===== config.mk =====
export PLATFORM = sky130hd
export DESIGN_NAME = serializer
export DESIGN_NICKNAME = d
export VERILOG_FILES = /design/src/rtl/serializer_pkg.sv /design/src/rtl/serializer_cycle_timer.sv /design/src/rtl/serializer.sv
export SDC_FILE = /design/constraint.sdc
export NUM_CORES = 1
export LEC_CHECK = 0
export CORE_ASPECT_RATIO = 1.2
export CORE_MARGIN = 2
export CORE_UTILIZATION = 40
export CTS_CLUSTER_SIZE = 24
export DETAILED_ROUTE_END_ITERATION = 7
export DONT_BUFFER_PORTS = 1
export PLACE_DENSITY_LB_ADDON = 0.15
export SLEW_MARGIN = 20
export SYNTH_ARGS = -nofsm -noshare
export SYNTH_HDL_FRONTEND = slang
export SYNTH_SLANG_ARGS = --single-unit

===== constraint.sdc =====
create_clock -name clock_1MHz -period 5.3 [get_ports clock_1MHz]
set_input_delay 1.06 -clock clock_1MHz [delete_from_list [all_inputs] [get_ports clock_1MHz]]
set_output_delay 1.06 -clock clock_1MHz [all_outputs]
set_load 0.01 [all_outputs]

===== src/rtl/serializer_pkg.sv =====
// serializer_pkg: shared types and constants for the bit-serial transmitter.
//   ser_state_t       - transmitter FSM states
//   WORD_W            - parallel word width
//   DEF_*_CYCLES      - default strobe/gap/frame timing, shared with the deserializer bench
//   max3()            - helper used to size the cycle counter
package serializer_pkg;

  localparam int WORD_W            = 8;
  localparam int DEF_STROBE_CYCLES = 10;
  localparam int DEF_GAP_CYCLES    = 10;
  localparam int DEF_FRAME_CYCLES  = 20;

  typedef enum logic [1:0] {
    IDLE   = 2'd0,
    BIT_HI = 2'd1,
    BIT_LO = 2'd2,
    FRAME  = 2'd3
  } ser_state_t;

  function automatic int max3(input int a, input int b, input int c);
    int m;
    m = (a > b) ? a : b;
    return (m > c) ? m : c;
  endfunction

endpackage


===== src/rtl/serializer_cycle_timer.sv =====
// cycle_timer: loadable down-counter with a terminal flag.
//   clk, rst_n  - clock, async active-low reset
//   i_load      - load i_val this edge (takes priority over counting)
//   i_val       - reload value (phase length minus one)
//   o_done      - counter is at zero; holds there until reloaded
module cycle_timer #(
  parameter int W = 4
) (
  input  logic         clk,
  input  logic         rst_n,
  input  logic         i_load,
  input  logic [W-1:0] i_val,
  output logic         o_done
);

  logic [W-1:0] r_cnt;

  // Saturates at zero so it never wraps while idle.
  always_ff @(posedge clk or negedge rst_n) begin
    if (!rst_n)             r_cnt <= '0;
    else if (i_load)        r_cnt <= i_val;
    else if (r_cnt != '0)   r_cnt <= r_cnt - 1'b1;
  end

  assign o_done = (r_cnt == '0);

endmodule


===== src/rtl/serializer.sv =====
// serializer: parallel-to-serial transmitter, LSB first.
//   clock_1MHz    - block clock, rising edge
//   rst           - async active-low reset
//   data_in[7:0]  - word, sampled only on the accept edge
//   load_in       - transmit request, honoured only while idle
//   status_out    - 1 = idle and ready
//   data_out      - serial bit, stable across its strobe and gap
//   write_out     - per-bit strobe (STROBE_CYCLES high, GAP_CYCLES low)
//   enqueue_out   - end-of-frame strobe (FRAME_CYCLES high)
//   busy_bit_out  - index of the bit currently on data_out
module serializer
  import serializer_pkg::*;
#(
  parameter int STROBE_CYCLES = DEF_STROBE_CYCLES,
  parameter int GAP_CYCLES    = DEF_GAP_CYCLES,
  parameter int FRAME_CYCLES  = DEF_FRAME_CYCLES
) (
  input  logic              clock_1MHz,
  input  logic              rst,
  input  logic [WORD_W-1:0] data_in,
  input  logic              load_in,
  output logic              status_out,
  output logic              data_out,
  output logic              write_out,
  output logic              enqueue_out,
  output logic [2:0]        busy_bit_out
);

  localparam int CNT_W = $clog2(max3(STROBE_CYCLES, GAP_CYCLES, FRAME_CYCLES) + 1);
  // Timer is loaded with length-1 on state entry; done marks the last cycle.
  localparam logic [CNT_W-1:0] LD_HI = CNT_W'(STROBE_CYCLES - 1);
  localparam logic [CNT_W-1:0] LD_LO = CNT_W'(GAP_CYCLES - 1);
  localparam logic [CNT_W-1:0] LD_FR = CNT_W'(FRAME_CYCLES - 1);

  ser_state_t        r_state, w_nxt;
  logic [WORD_W-1:0] r_shreg;
  logic [2:0]        r_idx, w_idx_nxt;
  logic              w_accept, w_tmr_load, w_tmr_done, w_data_nxt;
  logic [CNT_W-1:0]  w_tmr_val;
  logic              r_status, r_data, r_write, r_enq;

  cycle_timer #(.W(CNT_W)) u_timer (
    .clk    (clock_1MHz),
    .rst_n  (rst),
    .i_load (w_tmr_load),
    .i_val  (w_tmr_val),
    .o_done (w_tmr_done)
  );

  always_comb begin
    w_nxt      = r_state;
    w_idx_nxt  = r_idx;
    w_accept   = 1'b0;
    w_tmr_load = 1'b0;
    w_tmr_val  = '0;
    case (r_state)
      IDLE: if (load_in) begin
        w_accept   = 1'b1;
        w_nxt      = BIT_HI;
        w_idx_nxt  = 3'd0;
        w_tmr_load = 1'b1;
        w_tmr_val  = LD_HI;
      end
      BIT_HI: if (w_tmr_done) begin
        w_nxt      = BIT_LO;
        w_tmr_load = 1'b1;
        w_tmr_val  = LD_LO;
      end
      BIT_LO: if (w_tmr_done) begin
        w_tmr_load = 1'b1;
        if (r_idx == 3'd7) begin
          w_nxt     = FRAME;
          w_tmr_val = LD_FR;
        end else begin
          w_nxt     = BIT_HI;
          w_idx_nxt = r_idx + 3'd1;
          w_tmr_val = LD_HI;
        end
      end
      FRAME: if (w_tmr_done) begin
        w_nxt     = IDLE;
        w_idx_nxt = 3'd0;
      end
      default: w_nxt = IDLE;
    endcase
  end

  // Outputs are registered from the next state so they line up with it.
  // On the accept edge the shift register is not yet loaded, so bit 0
  // comes straight from data_in.
  always_comb begin
    w_data_nxt = 1'b0;
    if (w_nxt == BIT_HI || w_nxt == BIT_LO)
      w_data_nxt = w_accept ? data_in[0] : r_shreg[w_idx_nxt];
  end

  always_ff @(posedge clock_1MHz or negedge rst) begin
    if (!rst) begin
      r_state  <= IDLE;
      r_shreg  <= '0;
      r_idx    <= 3'd0;
      r_status <= 1'b1;
      r_data   <= 1'b0;
      r_write  <= 1'b0;
      r_enq    <= 1'b0;
    end else begin
      r_state  <= w_nxt;
      r_idx    <= w_idx_nxt;
      if (w_accept) r_shreg <= data_in;
      r_status <= (w_nxt == IDLE);
      r_write  <= (w_nxt == BIT_HI);
      r_enq    <= (w_nxt == FRAME);
      r_data   <= w_data_nxt;
    end
  end

  assign status_out   = r_status;
  assign data_out     = r_data;
  assign write_out    = r_write;
  assign enqueue_out  = r_enq;
  assign busy_bit_out = r_idx;

endmodule


Yosys cells after proc, flatten, opt, wreduce, memory -nomap -nowiden. Cells that the tools add are included.

Flip-flop bits (word level): 22. Bits in latches: 0. RAM bits: 0. ROM bits: 0. Input bits: 11. Output and inout port bits: 7. Logic and storage cells: 51. Memories: 0.

Add/subtract/negate cells: 2. Multipliers: 0. Divide/modulo/power cells: 0. $lt $le $gt $ge: 1. Equality and inequality tests: 7. Shift operators: 0. Mux-type cells: 26. Bitwise operators: 0. Reductions and logical operators: 7.

Operators by type and width (number): $mux W5 (4); $pmux W5 S3 (1); $mux W3 (4); $mux W2 (5); $pmux W3 S3 (1); $eq A2 B2 Y1 const B (4); $mux W4 (2); $pmux W2 S4 (1); $mux W1 (6); $logic_not A5 Y1 (1); $reduce_bool A5 Y1 (1); $sub A5 B1 Y5 const B (1); $eq A2 B1 Y1 const B (2); $logic_not A2 Y1 (2); $lt A3 B4 Y1 const B (1); $add A3 B1 Y3 const B (1); $bmux W1 S3 (1); $eq A3 B3 Y1 const B (1); $pmux W1 S2 (1); $reduce_bool A2 Y1 (1); $reduce_or A2 Y1 (1); $logic_or A1 B1 Y1 (1).

Logic depth before layout (Yosys ltp).
Word-level depth: 8. Gate-level depth with buffers: 13. Gate-level depth less buffers: 12.

Hierarchy. A second synthesis with hierarchy kept.

Cell total of the unflattened synthesis: 117. Area total of the unflattened synthesis: 1275.0 um^2.

Modules (own cells, without submodules): serializer (times used 1, cells each 90, area an instance 996.0 um^2, sequential area each 426.7 um^2); cycle_timer (times used 1, cells each 27, area an instance 279.0 um^2, sequential area each 125.1 um^2).

Least setup slack after synthesis. OpenSTA, ideal clock, no wires.

Kind: flip-flop to flip-flop. Start point: register u_timer.r_cnt[0]. End point: register r_data, in the netlist data_out. Library setup time: 0.124 ns. Data arrival time: 2.478 ns. Required time: 5.176 ns. Slack: 2.698 ns. Stages on the path, launching flop included: 14. Path buffers: 1. Clock period less this slack: 2.602 ns. Cell sequence: dfrtp_1 inv_1 ha_1 or4b_1 buf_6 a21oi_1 nor2_1 o22ai_1 nor2_1 a21oi_1 ha_1 nand3_1 nor3_1 a211o_1.

Cells in the longest elaborated chain, start to end: 7. Elaborated cells on any way between the ends: 15. Those cells by class: eq/ne: 2; mux: 11; reduce/logical: 2.

Ends and longest elaborated chain: from (decl) (line serializer_cycle_timer.sv:16) `logic [W-1:0] r_cnt;`; from (signal assigned) (line serializer_cycle_timer.sv:21) `else if (i_load) r_cnt <= i_val;`; from (signal assigned) (line serializer_cycle_timer.sv:22) `else if (r_cnt != '0) r_cnt <= r_cnt - 1'b1;`; $logic_not A5 Y1 * (line serializer_cycle_timer.sv:25) `assign o_done = (r_cnt == '0);`; $mux W3, on equally long branches (line serializer.sv:80, serializer.sv:69); $pmux W3 S3 (line serializer.sv:56) `case (r_state)`; $bmux W1 S3 (line serializer.sv:94) `w_data_nxt = w_accept ? data_in[0] : r_shreg[w_idx_nxt];`; $mux W1 (implied by the code) (line serializer.sv:94); $mux W1 (line serializer.sv:94); $mux W1 * (line serializer.sv:93) `if (w_nxt == BIT_HI || w_nxt == BIT_LO)`; via w_data_nxt (line serializer.sv:38) `logic w_accept, w_tmr_load, w_tmr_done, w_data_nxt;`; to (signal assigned) (line serializer.sv:113) `r_data <= w_data_nxt;`; to (decl) (line serializer.sv:40) `logic r_status, r_data, r_write, r_enq;`.

The timed path passes the listed nets; every way through them passes the cells marked *. The select of a mux whose other input is x is not followed. A chain may end at the register's enable or synchronous reset.

Worst setup path in the final report. Same ends and word-level chain as after synthesis.

==> metrics.txt <==
PD cells=623 nW/um^2; hpwl dp=1750 microns; Antenna diodes=0; Clock Pin Slew Worst Setup and Hold Paths=roughly 0.13 ns; cts hold-fix bufs=0; area leader, netlist=dfrtp_1; Die Footprint=about 3600 sq um; average size of a mapped cell=approximately 11 sq um; reg-to-reg critical path startpoint=u_timer.r_cnt[0]; mux share of post-synthesis cell area=0.119; largest family of logic cells by synthesized area=compound AO/OA/AOI/OAI gates; GRT overflow=0; DR iter-0 viols=23; worst skew pair latency=0.30 ns; XOR/XNOR Fraction of Synth Area=0.0139; I/O pins=18; Initial Util=0.417; drt total wl=between 2000 and 2500 microns; drt first pass iters=4; status=completed; Peak Freq=approximately 340 MHz; Tmin final=a little under 3 ns; vias per cell=~5.5; HP Class=in -> async; Cell Area, Synth=about 1300 sq um; synth top area cells=dfrtp_1 (42%), ha_1 (9.9%), mux2_2 (7.1%), mux2i_1 (4.8%), nand2_1 (3.9%); Setup Fix Bufs, Post-CTS=0; CP required=5.50 ns; Setup Total Neg Slack=0 ns; Compound-Gate Fraction of Synth Area=0.153; H-Tree Depth=1; number of global-route vias before repair=904; Placer Congestion=around 0.8; Final ANT Viol Nets=0; die width=about 55 microns; layout net count=141; port buffer count=0; largest net degree at the start of global routing=23; Setup crit end=data_out; CP max FO=9; startpoint types=flop; Worst Path Arrival=between 3 and 4 ns; root buf cell=clkbuf_4; Post-Syn Nets=140; Max VDD drop=around 0.00033 V; CTS tree=done; post-synthesis adder-cell area fraction=0.0991; P_leak=0.614 nW; layout cells sized above 1=0.168; unrepaired setup endpoints after global routing=no; flop2flop setup slack=~2.3 ns; Site Rows=22; # DRC=0; area delta synth->final=5.35%; Seq/Total Area, Yosys=0.437; gr usage total=0.143; initial antenna violation count=0; headroom to the max-slew limit=0.452; fin crit share=0.559; Yosys cell types=33; Num CTS Buffers=3; total power=0.828 mW; worst slew pin tran=between 0.8 and 0.9 ns; Synth Register Bits=22; via count=between 800 and 900; post-CTS sizing=0; overall die height=65.5 microns; Clock Skew=0.00745 ns; cell count after synthesis=119; Hold Violations, Final=0; Clock Path Buffers=2; top cell type's share of synthesized area=0.416; Post-synth EDFFs=0; first-pass GRT wire length=between 4000 and 5000 microns; FFs w/ async S/R, synth=1.00; Post-synth top flop=dfrtp_1; Clock Sinks=22; Slew Viols, Final=0; final setup fails=0; Post-Synth Simple-Gate Area=0.125; crit end category=flop; crit path kind=reg -> reg; core area=~3000 sq um; Avg WL per Cell=15.2 microns; yosys warns=0; CP startpoint=u_timer.r_cnt[0]; Max Cap Viol=0; FF-to-FF End=data_out; Reg2Reg Depth=12
==> state kept, by name, indices dropped and copies added (netlist names) <==
signal / flops
enqueue_out: 1
u_timer.r_cnt: 5
busy_bit_out: 3
write_out: 1
data_out: 1
r_shreg: 8
r_state: 2
status_out: 1
==> metrics by stage <==
stage / hold slack [ns] / util / instances / worst slack, ns / cell area (sq um)
after floorplan: 0.479 / - / 119 / 2.70 / 1260
after global placement: 0.487 / 0.422 / 151 / 2.45 / 1280
after detailed placement: 0.493 / 0.422 / 151 / 2.34 / 1280
after CTS: 0.414 / 0.439 / 155 / 2.32 / 1330
after global routing: 0.390 / 0.439 / 155 / 2.03 / 1330
final: 0.428 / 0.439 / 155 / 2.34 / 1330
==> synth_stat cells (all sizes together) (2+ instances only) <==
master,count
o32ai,3
a21oi,7
mux2,8
mux2i,6
nor2,10
buf,3
dfrtp,21
ha,10
inv,10
nor3,2
nand2,13
o22ai,2
nand4,2
o21ai,4
xnor2,2
nor2b,2
==> worst min-delay path by stage <==
stage	start	end	slack, ns	cells past startpoint
finish	rst	u_timer.r_cnt[2]	0.43	0
global route	rst	busy_bit_out[2]	0.39	0
CTS	rst	u_timer.r_cnt[2]	0.41	0
detailed placement	r_shreg[1]	r_shreg[1]	0.49	1
global placement	r_shreg[1]	r_shreg[1]	0.49	1
floorplan	r_shreg[1]	r_shreg[1]	0.48	1
==> kinds of logic (layout without fill, tap and decap cells) <==
group | Yosys count | in the layout
AND/OR/NAND/NOR | 33 | 33
AO/OA/AOI/OAI | 24 | 24
flip-flops | 22 | 22
multiplexers | 14 | 14
buffers and inverters | 14 | 14
adder cells (fa/ha/maj) | 10 | 10
XOR/XNOR | 2 | 2
==> cells in the final DEF, fill, tap and decap left out <==
cell,Yosys,final
nand3_1,1,1
a211o_1,1,1
o32ai_1,2,2
nor4b_2,1,1
a31o_2,1,1
ha_1,10,10
or4b_1,1,1
o22ai_1,2,2
inv_1,9,9
or3_1,1,1
dfrtp_1,21,21
nand2_1,13,13
o21ai_0,4,4
mux2_2,8,8
xnor2_1,2,2
nor2b_1,2,2
a21oi_1,7,7
nand4_1,2,2
a211oi_2,1,1
a31oi_1,1,1
o221a_2,1,1
clkbuf_4,0,3
bufinv_16,0,1
o221ai_1,1,1
inv_2,1,1
nor2_1,10,10
a21o_1,1,1
dfstp_2,1,1
a2111oi_4,1,1
o32ai_2,1,1
mux2i_1,6,6
nor3_1,2,2
==> critical path, stage by stage, from the launching register on <==
cell and delay [ns]:
dfrtp_1 0.41, inv_1 0.11, ha_1 0.18, or4b_1 0.65, a21oi_1 0.30, nor2_1 0.09, o22ai_1 0.13, nor2_1 0.07
a21oi_1 0.18, ha_1 0.29, nand3_1 0.11, nor3_1 0.07, a211o_1 0.28
==> power by group <==
| part | total [mW] | switching (mW) | leakage (nW) | internal (mW) |
|---|---|---|---|---|
| sequential | 0.302 | 0.0571 | 0.273 | 0.245 |
| clock | 0.127 | 0.0503 | 0.0279 | 0.0764 |
| combinational | 0.400 | 0.219 | 0.313 | 0.180 |
==> area by class of cell <==
| class | count | area [sq um] |
|---|---|---|
| Fill cell | 302 | 1700 |
| Multi-Input combinational cell | 83 | 643 |
| Sequential cell | 22 | 552 |
| Tap cell | 36 | 45.0 |
| Inverter | 10 | 37.5 |
| Clock inverter | 1 | 30.0 |
| Clock buffer | 3 | 22.5 |
==> per-layer routing <==
| layer | part of all wire | track usage |
|---|---|---|
| met5 | 0 | 0 |
| met3 | 0.048 | 0.0394 |
| met2 | 0.50 | 0.253 |
| met4 | 0.0072 | 0.0457 |
| met1 | 0.44 | 0.167 |
(Power assumes the default switching activity.)
